<file path="config.mk">
export PLATFORM = sky130hd
export DESIGN_NAME = modinv_helper_double_precalc
export DESIGN_NICKNAME = d
export VERILOG_FILES = /design/src/rtl/modinv_helper_double_precalc_pkg.sv /design/src/rtl/modinv_helper_double_precalc_sub.sv /design/src/rtl/modinv_helper_double_precalc.sv
export SDC_FILE = /design/constraint.sdc
export NUM_CORES = 1
export LEC_CHECK = 0
export BUFFER_PORTS_ARGS = -buffer_cell sky130_fd_sc_hd__buf_2
export CELL_PAD_IN_SITES_DETAIL_PLACEMENT = 1
export CELL_PAD_IN_SITES_GLOBAL_PLACEMENT = 1
export CORE_ASPECT_RATIO = 0.5
export CORE_MARGIN = 2
export CORE_UTILIZATION = 39
export DETAILED_ROUTE_END_ITERATION = 8
export PLACE_DENSITY = 0.86
export SYNTH_ARGS = -nofsm -noshare
export SYNTH_HDL_FRONTEND = slang
export SYNTH_SLANG_ARGS = --single-unit
</file>
<file path="constraint.sdc">
create_clock -name clk -period 7.6 [get_ports clk]
set_clock_uncertainty 0.05 [all_clocks]
set_input_delay 1.52 -clock clk [delete_from_list [all_inputs] [get_ports clk]]
set_output_delay 1.52 -clock clk [all_outputs]
set_load 0.1 [all_outputs]
</file>
<file path="src/rtl/modinv_helper_double_precalc_pkg.sv">
// Shared constants and helpers for the modinv doubling precalc helper.
// Processing windows are expressed as counter values for an N-word buffer.
package modinv_helper_double_precalc_pkg;

   typedef logic [31:0] word_t;

   // First counter value of each phase
   localparam int RD_FIRST = 1;   // s/q read addresses
   localparam int D_FIRST  = 2;   // d write (shift path)
   localparam int E_FIRST  = 3;   // e write (registered subtractor)

   // Ceiling log2, at least 1 bit
   function automatic int clog2(input int n);
      int r;
      int v;
      r = 0;
      v = n - 1;
      while (v > 0) begin
         r = r + 1;
         v = v >> 1;
      end
      if (r == 0) r = 1;
      return r;
   endfunction

   // Full pass length including the idle count 0
   function automatic int proc_num_cycles(input int n);
      return n + 4;
   endfunction

   function automatic int rd_last(input int n);
      return n;
   endfunction

   function automatic int d_last(input int n);
      return n + 1;
   endfunction

   function automatic int e_last(input int n);
      return n + 2;
   endfunction

   // Count at which the final borrow is turned into sel_diff
   function automatic int flag_cnt(input int n);
      return n + 3;
   endfunction

endpackage

</file>
<file path="src/rtl/modinv_helper_double_precalc_sub.sv">
// Registered 32-bit subtract with borrow: d = a - b - b_in, b_out = borrow.
// Kept as its own wrapper so a vendor DSP primitive can replace it.
module subtractor32_wrapper
   import modinv_helper_double_precalc_pkg::*;
(
   input  logic  clk,
   input  logic  rst_n,
   input  word_t a,
   input  word_t b,
   input  logic  b_in,
   output word_t d,
   output logic  b_out
);

   logic [32:0] diff_next;
   word_t       d_reg;
   logic        b_out_reg;

   // 33-bit difference: bit 32 set means the word went negative
   always_comb begin
      diff_next = {1'b0, a} - {1'b0, b} - {32'd0, b_in};
   end

   // Output register for difference and borrow
   always_ff @(posedge clk or negedge rst_n) begin
      if (!rst_n) begin
         d_reg     <= '0;
         b_out_reg <= 1'b0;
      end else begin
         d_reg     <= diff_next[31:0];
         b_out_reg <= diff_next[32];
      end
   end

   assign d     = d_reg;
   assign b_out = b_out_reg;

endmodule

</file>
<file path="src/rtl/modinv_helper_double_precalc.sv">
// Doubling precalc: streams s and q (LSW first), writes d = 2*s and
// e = 2*s - q, and sets sel_diff when d >= q so the controller copies e.
module modinv_helper_double_precalc
   import modinv_helper_double_precalc_pkg::*;
#(
   parameter int OPERAND_NUM_WORDS = 8,
   parameter int OPERAND_ADDR_BITS = 3,
   parameter int BUFFER_NUM_WORDS  = 9,
   parameter int BUFFER_ADDR_BITS  = 4,
   parameter int K_NUM_BITS        = 10
)
(
   input  logic                         clk,
   input  logic                         rst_n,
   input  logic                         ena,
   output logic                         rdy,
   input  logic [K_NUM_BITS-1:0]        k,
   output logic                         k_is_nul,
   output logic                         sel_diff,
   output logic [BUFFER_ADDR_BITS-1:0]  s_addr,
   input  logic [31:0]                  s_din,
   output logic [OPERAND_ADDR_BITS-1:0] q_addr,
   input  logic [31:0]                  q_din,
   output logic [BUFFER_ADDR_BITS-1:0]  d_addr,
   output logic                         d_wren,
   output logic [31:0]                  d_dout,
   output logic [BUFFER_ADDR_BITS-1:0]  e_addr,
   output logic                         e_wren,
   output logic [31:0]                  e_dout
);

   localparam int CNT_BITS = clog2(proc_num_cycles(BUFFER_NUM_WORDS));
   typedef logic [CNT_BITS-1:0] cnt_t;

   localparam cnt_t CNT_ONE      = cnt_t'(1);
   localparam cnt_t CNT_RD_FIRST = cnt_t'(RD_FIRST);
   localparam cnt_t CNT_RD_LAST  = cnt_t'(rd_last(BUFFER_NUM_WORDS));
   localparam cnt_t CNT_Q_LAST   = cnt_t'(OPERAND_NUM_WORDS);
   localparam cnt_t CNT_D_FIRST  = cnt_t'(D_FIRST);
   localparam cnt_t CNT_D_LAST   = cnt_t'(d_last(BUFFER_NUM_WORDS));
   localparam cnt_t CNT_E_FIRST  = cnt_t'(E_FIRST);
   localparam cnt_t CNT_E_LAST   = cnt_t'(e_last(BUFFER_NUM_WORDS));
   localparam cnt_t CNT_FLAG     = cnt_t'(flag_cnt(BUFFER_NUM_WORDS));

   cnt_t  cnt_reg, cnt_next;
   logic  sc_reg, sc_next;
   logic  q_ok_reg, q_ok_next;
   logic  borrow_reg, borrow_next;
   logic  sel_diff_reg, sel_diff_next;
   logic  k_is_nul_reg, k_is_nul_next;

   logic  rd_win, q_win, d_win, e_win;
   word_t q_masked;
   word_t sub_diff;
   logic  sub_b_in, sub_b_out;

   assign rd_win = (cnt_reg >= CNT_RD_FIRST) && (cnt_reg <= CNT_RD_LAST);
   assign q_win  = rd_win && (cnt_reg <= CNT_Q_LAST);
   assign d_win  = (cnt_reg >= CNT_D_FIRST) && (cnt_reg <= CNT_D_LAST);
   assign e_win  = (cnt_reg >= CNT_E_FIRST) && (cnt_reg <= CNT_E_LAST);

   // Pass counter: start on ena when idle, otherwise run to the flag count and wrap
   always_comb begin
      cnt_next = cnt_reg;
      if (cnt_reg == '0) begin
         if (ena) cnt_next = CNT_ONE;
      end else if (cnt_reg == CNT_FLAG) begin
         cnt_next = '0;
      end else begin
         cnt_next = cnt_reg + CNT_ONE;
      end
   end

   // Datapath next-state: carry/borrow chains clear outside their windows
   always_comb begin
      sc_next       = d_win ? s_din[31] : 1'b0;
      q_ok_next     = q_win;
      borrow_next   = e_win ? sub_b_out : 1'b0;
      sel_diff_next = (cnt_reg == CNT_FLAG) ? ~borrow_reg : sel_diff_reg;
      k_is_nul_next = (cnt_reg == CNT_RD_FIRST) ? (k == '0) : k_is_nul_reg;
   end

   // State registers
   always_ff @(posedge clk or negedge rst_n) begin
      if (!rst_n) begin
         cnt_reg      <= '0;
         sc_reg       <= 1'b0;
         q_ok_reg     <= 1'b0;
         borrow_reg   <= 1'b0;
         sel_diff_reg <= 1'b0;
         k_is_nul_reg <= 1'b0;
      end else begin
         cnt_reg      <= cnt_next;
         sc_reg       <= sc_next;
         q_ok_reg     <= q_ok_next;
         borrow_reg   <= borrow_next;
         sel_diff_reg <= sel_diff_next;
         k_is_nul_reg <= k_is_nul_next;
      end
   end

   // q word N-1 does not exist: zero-pad it when its read slot comes back
   assign q_masked = q_ok_reg ? q_din : '0;

   // Borrow chain starts clean on word 0
   assign sub_b_in = (cnt_reg == CNT_D_FIRST) ? 1'b0 : sub_b_out;

   subtractor32_wrapper u_sub (
      .clk   (clk),
      .rst_n (rst_n),
      .a     (d_dout),
      .b     (q_masked),
      .b_in  (sub_b_in),
      .d     (sub_diff),
      .b_out (sub_b_out)
   );

   // Memory ports and status decode
   always_comb begin
      rdy      = (cnt_reg == '0);
      s_addr   = rd_win ? BUFFER_ADDR_BITS'(cnt_reg - CNT_RD_FIRST) : '0;
      q_addr   = q_win  ? OPERAND_ADDR_BITS'(cnt_reg - CNT_RD_FIRST) : '0;
      d_addr   = d_win  ? BUFFER_ADDR_BITS'(cnt_reg - CNT_D_FIRST) : '0;
      e_addr   = e_win  ? BUFFER_ADDR_BITS'(cnt_reg - CNT_E_FIRST) : '0;
      d_wren   = d_win;
      e_wren   = e_win;
      d_dout   = d_win ? {s_din[30:0], sc_reg} : '0;
      e_dout   = e_win ? sub_diff : '0;
      sel_diff = sel_diff_reg;
      k_is_nul = k_is_nul_reg;
   end

endmodule

</file>
==> reports/qor.txt <==
Global Route Usage Sum -> 20.3%
Synth warnings -> 0
Slew @ Worst Pin -> 1050 ps
hold buffer count at cts -> 0
setup_tns -> 0 ps
cell area after layout -> 5760 um^2
final setup vio count -> 0
Synthesized Nets -> 773
CTS Buffer Depth -> 2
post-synthesis cell type count -> 62
slew margin rel. -> 30.3%
die width -> 160 um
placer congestion estimate -> 0.917
Final Hold Viols -> 0
fin crit share -> 60.4%
post-synthesis cell count -> 626
multi-input logic area -> 3140 um^2
share of cells above drive strength 1 -> 23.7%
CTS tree -> yes
Worst Reg2Reg Path Length in Cells -> 16
Post-Syn Area per Cell -> 7.54 um^2
Vias -> 4655
post-place instance area -> 5620 um^2
number of buffers added on ports -> 160
clk sinks -> 42
Root Buffer -> clkbuf_16
Initial Util -> 40.0%
CTS resizes -> 0
area delta synth->final -> 22.0%
Post-route DRC -> 0
Period minus WS final -> 4590 ps
wire per inst -> 14.3 um
Worst Setup End Kind -> register
Fillers -> 1556
Max-Cap Viols -> 0
Final Non-Filler Cells -> 933
Iteration-0 DRC Markers -> 144
cells taking the most area after synthesis -> dfrtp_1 22%, ha_1 18%, and2_1 9.1%
Post-DP HPWL -> 10.8 mm
largest net degree at the start of global routing -> 43
sequential fraction of the synthesis area -> 22.3%
Ant. Diodes -> 0
Reg area -> 1050 um^2
total core area -> 11800 um^2
# rows -> 28
unrepaired setup endpoints after global routing -> false
H-tree depth -> 2
#FFs+latches synth -> 42
synthesized cell area -> 4720 um^2
Die Ht -> 81.8 um
number of synthesized flops with an enable pin -> 0
clock-pin slew on the worst setup and hold paths -> 60 ps
Post-layout nets -> 915
DR pass1 iterations -> 4
worst hold path class -> reg -> reg
top cell type's share of synthesized area -> 22.3%
largest fanout on the critical path -> 36
vias in the first global route -> 4558
async set-reset flop share out of synthesis -> 100%
Final Max Slew Viols -> 0
CP required -> 7740 ps
initial antenna violation count -> 0
Worst setup SP type -> register
wirelength, routed -> 13.3 mm
status -> completed
worst skew pair latency -> 290 ps
Placed Cells -> 926
# IOs -> 161
Post-CTS Setup Inserts -> 0
final core occ -> 48.8%
number of flip-flops in the largest register -> 32
cell taking the most area after synthesis -> dfrtp_1
Antenna Nets Post-Route -> 0
CP Class -> reg -> reg
first-pass GRT wire length -> 21.9 mm
GRT overflow -> 0
Arr. time, crit path -> 4730 ps
Hold Path Depth -> 1
Main synth FF type -> dfrtp_1
Die Area -> 13100 um^2
Via density -> 4.99
fmax -> 218 MHz
TritonCTS Buffers -> 5
placed cells by master (no fill, tap or decap), types with 3 or more instances in the layout:
master       n
and3_1       3
xor2_1      11
dfrtp_1     42
o31ai_1      4
a21o_1      13
o21ai_1      4
o21a_1       6
inv_1      113
nand3_1     16
ha_1        68
a211oi_1     3
nor2b_1      3
and2_1      69
o21ai_0     21
nand4_1      4
clkbuf_16    5
o21bai_1     3
xnor2_1     19
o211ai_1     7
a21oi_1     36
nor3_1       6
buf_2      160
nand2_1     63
nor2_1      40
a31oi_1      3
final timing paths:
path                                          end                   start  slack, ps
max in group asynchronous   u_sub.d[15]$_DFF_PN0_                   rst_n       5570
hold reg to reg              sel_diff$_DFFE_PN0P_    borrow_reg$_DFF_PN0_        380
hold / removal               sel_diff$_DFFE_PN0P_    borrow_reg$_DFF_PN0_        380
setup / recovery            u_sub.d[26]$_DFF_PN0_  cnt_reg[2]$_DFFE_PN0P_       3010
min in group asynchronous  cnt_reg[0]$_DFFE_PN0P_                   rst_n       1330
setup reg to reg            u_sub.d[26]$_DFF_PN0_  cnt_reg[2]$_DFFE_PN0P_       3010
synth_stat cells, drive strengths merged, types with 4 or more instances:
master and count:
o211ai 7, a21o 13, xor2 11, o21a 7
dfrtp 42, nand4 4, clkbuf 19, a211oi 4
o21ai 26, and2 69, nand3 16, xnor2 19
inv 114, a21oi 36, nand2 63, o31ai 5
buf 6, nor2 40, nor3 7, ha 68
logic make-up after synthesis:
group,after synthesis,synth area share [%]
and+or+nand+nor,219,23.5
buffers and inverters,139,11.3
AOI/OAI and AO/OA,124,18.0
adders and majority gates,70,18.9
DFF,42,22.3
xor gates and xnor gates,30,5.56
muxes,2,0.450
worst max-delay path, cell delays in order, from the launching register on:
cell,delay (ps)
dfrtp_1,570
inv_1,210
ha_1,220
nand2b_1,90
o21a_2,160
inv_4,310
nand2_1,150
ha_1,300
inv_1,40
ha_1,370
a21oi_1,230
o211ai_1,150
a211oi_2,450
o21ai_2,180
a31oi_1,560
a22oi_1,170
xor2_1,250
cell type report:
class | count | share of cell area, %
clock inverter | 2 | 0.174
sequential | 42 | 18.2
tap | 165 | 3.58
clock buffer | 5 | 2.17
timing repair buffer | 160 | 13.9
multi-input combinational | 445 | 54.4
inverter | 114 | 7.47
layer usage:
layer  track usage [%]  vias to the layer above  wire, um
met2              37.0                       80      6420
met5                 0                        -         0
met1              26.9                     2238      6340
met4              2.45                        0        47
met3              2.83                        4       510
li1                  -                     2333         -
through the flow:
step                hold slack (ps)  setup slack (ps)
floorplan                       361              2690
global placement                368              3160
detailed placement              380              3100
CTS                             389              3020
global route                    402              2650
finish                          380              3010
Power is left out: the tool's default activity adds up to more than one toggle a clock period on the data nets, which glitch-free logic cannot reach.
